[src/rtl/bus_switch_arbiter_pkg.sv]
// -----------------------------------------------------------------------------
// bus_switch_arbiter_pkg
// Shared definitions for the A/B pass-switch arbiter and the link model:
//   - 2-bit state encodings (legacy-compatible localparams)
//   - direction encodings (which segment drives across the link)
//   - pick_winner(): round-robin tie-break used on every turn-on decision
// -----------------------------------------------------------------------------
package bus_switch_arbiter_pkg;

  localparam logic [1:0] ST_IDLE     = 2'd0;
  localparam logic [1:0] ST_TURN_ON  = 2'd1;
  localparam logic [1:0] ST_OWNED    = 2'd2;
  localparam logic [1:0] ST_TURN_OFF = 2'd3;

  localparam logic DIR_A = 1'b0;
  localparam logic DIR_B = 1'b1;

  // Sole requester wins; on a tie the side that did not own the link last wins.
  // Only meaningful when at least one request is high.
  function automatic logic pick_winner(input logic req_a,
                                       input logic req_b,
                                       input logic last_owner);
    if (req_a && !req_b) return DIR_A;
    if (req_b && !req_a) return DIR_B;
    return ~last_owner;
  endfunction

endpackage

[src/rtl/bus_switch_arbiter.sv]
// -----------------------------------------------------------------------------
// bus_switch_arbiter
// Shares one pass-switch link between bus segments A and B. Ownership is
// granted round-robin, the switch is given ON_DLY cycles to settle before a
// grant, OFF_DLY cycles of break-before-make after every release, and an owner
// that has held the link MAX_HOLD cycles is preempted by a waiting opposite
// request.
//
// Ports:
//   clk          in   rising-edge clock
//   rst          in   asynchronous active-high reset
//   req_a/req_b  in   level requests from the segment masters
//   gnt_a/gnt_b  out  ownership grants (never both high, imply sw_en)
//   sw_en        out  pass-switch gate enable
//   dir          out  0 = A drives, 1 = B drives; held through TURN_OFF
//   busy         out  arbiter is not IDLE
//   timeout_err  out  one-cycle pulse when an owner is preempted
// All outputs are registered.
// -----------------------------------------------------------------------------
module bus_switch_arbiter
  import bus_switch_arbiter_pkg::*;
#(
  parameter int unsigned ON_DLY   = 6,
  parameter int unsigned OFF_DLY  = 2,
  parameter int unsigned MAX_HOLD = 64,
  parameter int unsigned CW       = 8
) (
  input  logic clk,
  input  logic rst,
  input  logic req_a,
  input  logic req_b,
  output logic gnt_a,
  output logic gnt_b,
  output logic sw_en,
  output logic dir,
  output logic busy,
  output logic timeout_err
);

  localparam logic [CW-1:0] ON_LAST   = CW'(ON_DLY - 1);
  localparam logic [CW-1:0] OFF_LAST  = CW'(OFF_DLY - 1);
  localparam logic [CW-1:0] HOLD_LAST = CW'(MAX_HOLD - 1);

  logic [1:0]    state;
  logic [CW-1:0] cnt;
  logic [CW-1:0] hold_cnt;
  logic          last_owner;

  logic          win_req;
  logic          opp_req;
  logic          any_req;
  logic          next_dir;
  logic [CW-1:0] hold_nxt;

  // dir always names the current (or pending) owner, so it doubles as the
  // selector for "my request" versus "the other side's request".
  assign win_req  = (dir == DIR_A) ? req_a : req_b;
  assign opp_req  = (dir == DIR_A) ? req_b : req_a;
  assign any_req  = req_a | req_b;
  assign next_dir = pick_winner(req_a, req_b, last_owner);

  // Hold count including the edge being evaluated, saturating so a request
  // that arrives long after the limit still preempts on its first edge.
  assign hold_nxt = (hold_cnt == HOLD_LAST) ? hold_cnt : hold_cnt + 1'b1;

  // NOTE: state and outputs share one clocked block with non-blocking
  // assignments only; the async reset branch is what drops sw_en immediately.
  always_ff @(posedge clk or posedge rst) begin
    if (rst) begin
      state       <= ST_IDLE;
      cnt         <= '0;
      hold_cnt    <= '0;
      last_owner  <= DIR_B;
      gnt_a       <= 1'b0;
      gnt_b       <= 1'b0;
      sw_en       <= 1'b0;
      dir         <= DIR_A;
      busy        <= 1'b0;
      timeout_err <= 1'b0;
    end else begin
      // NOTE: default first so timeout_err is a single-cycle pulse.
      timeout_err <= 1'b0;

      case (state)
        ST_IDLE: begin
          if (any_req) begin
            state <= ST_TURN_ON;
            sw_en <= 1'b1;
            dir   <= next_dir;
            cnt   <= '0;
            busy  <= 1'b1;
          end
        end

        ST_TURN_ON: begin
          cnt <= cnt + 1'b1;
          if (!win_req) begin
            // Abort while settling: no grant, last_owner untouched.
            state <= ST_TURN_OFF;
            sw_en <= 1'b0;
            cnt   <= '0;
          end else if (cnt == ON_LAST) begin
            state      <= ST_OWNED;
            gnt_a      <= (dir == DIR_A);
            gnt_b      <= (dir == DIR_B);
            last_owner <= dir;
            hold_cnt   <= '0;
          end
        end

        ST_OWNED: begin
          hold_cnt <= hold_nxt;
          // Owner release is tested first so a coincident preemption is
          // treated as an ordinary release without timeout_err.
          if (!win_req || (hold_nxt == HOLD_LAST && opp_req)) begin
            state       <= ST_TURN_OFF;
            gnt_a       <= 1'b0;
            gnt_b       <= 1'b0;
            sw_en       <= 1'b0;
            cnt         <= '0;
            timeout_err <= win_req;
          end
        end

        ST_TURN_OFF: begin
          cnt <= cnt + 1'b1;
          if (cnt == OFF_LAST) begin
            cnt <= '0;
            if (any_req) begin
              state <= ST_TURN_ON;
              sw_en <= 1'b1;
              dir   <= next_dir;
            end else begin
              state <= ST_IDLE;
              busy  <= 1'b0;
            end
          end
        end

        default: begin
          state <= ST_IDLE;
          busy  <= 1'b0;
        end
      endcase
    end
  end

endmodule

[config.mk]
export PLATFORM = sky130hd
export DESIGN_NAME = bus_switch_arbiter
export DESIGN_NICKNAME = d
export VERILOG_FILES = /design/src/rtl/bus_switch_arbiter_pkg.sv /design/src/rtl/bus_switch_arbiter.sv
export SDC_FILE = /design/constraint.sdc
export NUM_CORES = 1
export LEC_CHECK = 0
export BUFFER_PORTS_ARGS = -buffer_cell sky130_fd_sc_hd__buf_2
export CAP_MARGIN = 20
export CORE_ASPECT_RATIO = 0.5
export CORE_MARGIN = 2
export CORE_UTILIZATION = 40
export DETAILED_ROUTE_END_ITERATION = 8
export PLACE_DENSITY_LB_ADDON = 0.2
export SLEW_MARGIN = 20
export SYNTH_ARGS = -nofsm -noshare
export SYNTH_HDL_FRONTEND = slang
export SYNTH_SLANG_ARGS = --single-unit
[constraint.sdc]
create_clock -name clk -period 4.14 [get_ports clk]
set_clock_uncertainty 0.15 [all_clocks]
set_input_delay 0.828 -clock clk [delete_from_list [all_inputs] [get_ports clk]]
set_output_delay 0.828 -clock clk [all_outputs]
set_load 0.005 [all_outputs]
# Yosys cells after proc, flatten, opt, wreduce, memory -nomap -nowiden

Index checks and enable logic that the tools add are counted.

Equality and inequality tests: 15
$lt $le $gt $ge: 0
Multipliers: 0
Mux-type cells: 45
Bitwise logic cells: 3
Add/subtract/negate cells: 2
Shifts and indexed selects: 0
Divide/modulo/power cells: 0
Reduce and logical (&&, ||, !) cells: 18

Operator list:

| operator            | count |
|---|---|
| $mux 8              | 7 |
| $pmux 8 s4          | 1 |
| $mux 1              | 25 |
| $add 8x1->8 const B | 2 |
| $eq 8x6->1 const B  | 2 |
| $pmux 8 s2          | 1 |
| $ne 2x2->1 const B  | 7 |
| $reduce_and 4->1    | 3 |
| $mux 2              | 5 |
| $reduce_and 3->1    | 3 |
| $eq 8x1->1 const B  | 1 |
| $eq 8x3->1 const B  | 1 |
| $pmux 1 s2          | 4 |
| $pmux 2 s4          | 1 |
| $eq 2x2->1 const B  | 2 |
| $pmux 1 s4          | 1 |
| $reduce_and 2->1    | 2 |
| $reduce_bool 2->1   | 2 |
| $logic_and 1x1->1   | 3 |
| $logic_not 1->1     | 3 |
| $ne 3x3->1 const B  | 1 |
| $eq 2x1->1 const B  | 1 |
| $logic_not 2->1     | 1 |
| $not 1->1           | 2 |
| other kinds (2)     | 2 |

Bits of input ports: 4
Bits in latches: 0
ROM bits: 0
Memories kept: 0
Logic and storage cells: 93
Register bits after elaboration: 25
Memory bits (writable): 0

# Longest topological paths before layout

Depth after elaboration: 9
Mapped depth: 9
Gate-level depth less buffers: 8

# Worst setup path after synthesis

No wires, ideal clock.

Kind: reg2reg
From: register hold_cnt[0]
To: register state[1]
Library setup time: 0.125 ns
Buffers on the path: 2
Arrival time: 2.098 ns
Clock period less this slack: 2.373 ns
Path slack: 1.767 ns
Cell stages (with the launch flop): 10
Data required time: 3.865 ns
Cells stage by stage: dfrtp_1 > ha_1 > and3_1 > buf_4 > and2_4 > o21ai_2 > a41oi_2 > buf_4 > nor2_2 > mux2_4

Word-level cells in the longest chain between the ends: 7
Elaborated cells between the ends (all ways): 8
Classes of those cells: 1 x add/sub; 3 x eq/ne; 1 x mux; 3 x reduce/logical

RTL lines:

| what                                             | RTL line                  | RTL |
|---|---|---|
| start: declaration                               | bus_switch_arbiter.sv:46  | `logic [CW-1:0] hold_cnt;` |
| start signal: assignment                         | bus_switch_arbiter.sv:112 | `hold_cnt <= hold_nxt;` |
| $add 8x1->8 / $eq 8x6->1 (equally long branches) | bus_switch_arbiter.sv:64  | `assign hold_nxt = (hold_cnt == HOLD_LAST) ? hold_cnt : hold_cnt + 1'b1;` |
| $mux 8 (*)                                       | bus_switch_arbiter.sv:64  |  |
| $eq 8x6->1 (*)                                   | bus_switch_arbiter.sv:115 | `if (!win_req \|\| (hold_nxt == HOLD_LAST && opp_req)) begin` |
| $logic_and 1x1->1 (*)                            | bus_switch_arbiter.sv:115 |  |
| $logic_or 1x1->1 (*)                             | bus_switch_arbiter.sv:115 |  |
| $ne 2x2->1 (no source line) (*)                  | --                        |  |
| $reduce_and 4->1 (no source line) (*)            | --                        |  |
| end signal: assignment                           | bus_switch_arbiter.sv:116 | `state <= ST_TURN_OFF;` |
| end signal: assignment                           | bus_switch_arbiter.sv:130 | `state <= ST_TURN_ON;` |
| end signal: assignment                           | bus_switch_arbiter.sv:134 | `state <= ST_IDLE;` |
| end: declaration                                 | bus_switch_arbiter.sv:44  | `logic [1:0] state;` |

Every way passes the cells marked *; elsewhere a longest branch is shown, timed or not.
A chain may end at the register's enable or synchronous reset.

# Final worst setup path

From: register hold_cnt[0]
To: register cnt[6]

Word-level cells in the longest chain between the ends: 7
Elaborated cells between the ends (all ways): 8
Classes of those cells: 1 x add/sub; 3 x eq/ne; 1 x mux; 3 x reduce/logical

RTL lines:

| what                                             | RTL line                  | RTL |
|---|---|---|
| $add 8x1->8 / $eq 8x6->1 (equally long branches) | bus_switch_arbiter.sv:64  |  |
| $mux 8 (*)                                       | bus_switch_arbiter.sv:64  |  |
| $eq 8x6->1 (*)                                   | bus_switch_arbiter.sv:115 |  |
| $logic_and 1x1->1 (*)                            | bus_switch_arbiter.sv:115 |  |
| $logic_or 1x1->1 (*)                             | bus_switch_arbiter.sv:115 |  |
| $ne 2x2->1 (no source line) (*)                  | --                        |  |
| $reduce_and 2->1 (no source line) (*)            | --                        |  |
| end signal: assignment                           | bus_switch_arbiter.sv:96  | `cnt <= cnt + 1'b1;` |
| end signal: assignment                           | bus_switch_arbiter.sv:126 | `cnt <= cnt + 1'b1;` |
| end: declaration                                 | bus_switch_arbiter.sv:45  | `logic [CW-1:0] cnt;` |

Marks and branches as above.

==> flow_metrics.tcl <==
set metrics [dict create \
    status "finished clean" \
    synth.ff_latch_count 25 \
    grt_pass1_wl_um 6150 \
    netlist_top_cells_area "dfrtp_1 (37%), ha_1 (6.1%), nand2_1 (4.8%)" \
    cts_root_buf "clkbuf_8" \
    maxSlewViolCount 0 \
    reg2reg_setup_slack_ps 1300 \
    synth_edf_count 0 \
    max-cap-violations 0 \
    critPathArrivalTime_ps 2860 \
    netlist_area_sq_um 1630 \
    max_stage_delay_ps 520 \
    synth_top_family_by_area "simple AND/OR/NAND/NOR gates" \
    layout_setup_ws_ps 1300 \
    rsz0062_at_grt "false" \
    r2r-start "hold_cnt[0]$_DFFE_PP0P_" \
    io_buffers 9 \
    synth_fp_nets 197 \
    routedWlPerCell_um 13.7 \
    p_seq_frac 0.364 \
    synthXorXnorAreaFrac 0.00536 \
    synthMuxAreaShare 0.0291 \
    core_sq_um 3900 \
    yosysTopAreaCellShare 0.368 \
    clkLatencyLatePin_ps 270 \
    synth_cells 185 \
    first_pass_iters 4 \
    ys.flop_type "dfrtp_1" \
    r2r-end "cnt[6]$_DFFE_PP0P_" \
    cts-htree-levels 1 \
    hp-class "input port to async pin" \
    cts_num_sinks 25 \
    grt_pass1_vias 1311 \
    synth-simple-area-share 0.243 \
    cts_buffers 3 \
    worstPathCellList "ha_1, and3_1, a31oi_2, o31ai_4, a41oi_2, or2_1, o41ai_2" \
    pin_count 10 \
    die_area_sq_um 4640 \
    synthAdderAreaFrac 0.0613 \
    post-place-ws_ps 1160 \
    fp-row-count 16 \
    leakage_nw 0.753 \
    cts.repair.resized 0 \
    area_growth_pct 8.89 \
    synth_warnings 0 \
    drt_wl_total_um 3380 \
    combPwrFrac 0.488 \
    p_int_uw 586 \
    grt_max_degree 26 \
    chipWidth_um 94.4 \
    crit_required_ps 4160 \
    post-dp-hpwl_um 2440 \
    diodes 0 \
    cp_top_family "compound AO/OA/AOI/OAI gates" \
    yosysTopAreaCell "dfrtp_1" \
    clkTransAtPathRegs_ps 90 \
    worst_setup_path_end_kind "flop" \
    power_density_nw_per_um2 567 \
    slowest_stage "dfrtp_1" \
    yosysUniqueCellTypes 51 \
    fin_crit_sh 0.685 \
    drc_errors 0 \
    post-route-min-period_ps 2840 \
    nets 205 \
    final-hold-violation-count 0 \
    viasPerCell 5.45 \
    drive_gt1_frac 0.141 \
    worstSetupPathType "flop to flop" \
    tns_ps 0 \
    start_kind "flop" \
    ant_nets 0 \
    drtIter0Drc 71 \
    syn_area_per_cell_sq_um 8.83 \
    synth_compound_gate_area_share 0.230 \
    grt.total_usage 0.166 \
    gp_congestion 0.789 \
    vias 1340 \
    clk_path_buf_depth 2 \
    setup_viol 0 \
    yosysSeqAreaShare 0.384 \
    cp_num_buf_inv 0 \
    die_h_um 49.2 \
    cts_setup_buffers 0 \
    vdd_ir_drop_max_mv 0.165 \
    synth.most_common_cell "dfrtp_1" \
    yosys-top-cells-count "dfrtp_1 (24), nand2_1 (21), nor2_1 (19)" \
    crit_fanout 11 \
    cts_tree "built" \
    antenna_found_initial 0 \
    clkPwrFrac 0.148 \
    tightest_slew_ps 977 \
    r2r.worst_path.cells 7 \
    synthArstFlopShare 1.00 \
    sw_frac_of_total 0.419 \
    clock.fmax_ghz 0.353 \
    start_util 0.418 \
    grt-ovfl-total 0 \
    postCtsHoldBufs 0 \
    slew_headroom 0.347 \
    p_sw_uw 422 \
]
==> state kept, by name, indices dropped and copies added, names as in the netlist <==
register / flops
hold_cnt: 8
state: 2
sw_en: 1
busy: 1
dir: 1
timeout_err: 1
cnt: 8
gnt_b: 1
gnt_a: 1
last_owner: 1
==> per-stage QoR <==
stage / cells / total power, mW / util / hold slack [ps] / cell area (sq um)
2_1_floorplan: 185 / 0.759 / - / 309 / 1630
3_3_place_gp: 241 / 0.856 / 0.437 / 334 / 1710
3_5_place_dp: 241 / 0.865 / 0.437 / 338 / 1710
4_1_cts: 245 / 1.01 / 0.448 / 355 / 1750
5_1_grt: 246 / 1.11 / 0.455 / 331 / 1780
6_report: 246 / 1.01 / 0.455 / 312 / 1780
==> placed cells by master, fill, tap and decap left out, types with 3 or more instances in the layout <==
master,instances
dfrtp_1,24
nand2_1,21
nor2_1,19
o21ai_0,15
inv_1,9
nand3_1,9
buf_2,9
a21oi_1,8
o31ai_1,8
ha_1,8
and3_1,4
nand4_1,4
nand2b_1,4
nor2b_1,4
clkbuf_8,3
==> worst max-delay path by stage <==
stage                                    endpoint                     from  slack, ps  depth (start not counted)
after floorplan              state[1]$_DFFE_PP0P_  hold_cnt[0]$_DFFE_PP0P_       1770                          9
after global placement    hold_cnt[0]$_DFFE_PP0P_                    req_b       1240                          6
after detailed placement  hold_cnt[0]$_DFFE_PP0P_                    req_b       1160                          6
after CTS                      cnt[6]$_DFFE_PP0P_  hold_cnt[0]$_DFFE_PP0P_       1320                          7
after global routing           cnt[6]$_DFFE_PP0P_  hold_cnt[0]$_DFFE_PP0P_       1060                          7
final                          cnt[6]$_DFFE_PP0P_  hold_cnt[0]$_DFFE_PP0P_       1300                          7
==> metal layers <==
metal | track usage | wire (um)
met1 | 0.237 | 1700
met4 | 0.0169 | 13
met2 | 0.265 | 1540
met5 | 0 | 0
met3 | 0.0417 | 128
==> power groups by stage <==
stage | clock (mW) | sequential, mW | combinational, mW
after floorplan | 0 | 0.353 | 0.406
after global placement | 0 | 0.371 | 0.485
after detailed placement | 0 | 0.371 | 0.493
after CTS | 0.152 | 0.367 | 0.495
after global routing | 0.165 | 0.378 | 0.563
final | 0.149 | 0.368 | 0.492
==> logic make-up (layout without fill, tap and decap cells) <==
kind of cell / after synthesis / in the layout
fa+ha+maj: 8 / 8
buf+inv: 17 / 24
xor+xnor: 1 / 1
mux: 4 / 4
flops: 25 / 25
simple gates: 78 / 78
compound gates: 52 / 52
==> final cells by class <==
| type | instances | area (sq um) |
|---|---|---|
| fill | 395 | 2130 |
| multi-input combinational | 143 | 928 |
| timing repair buffer | 10 | 72.6 |
| tap | 54 | 67.6 |
| sequential | 25 | 627 |
| inverter | 10 | 37.5 |
| clock buffer | 4 | 45.0 |
(Power assumes the default switching activity.)
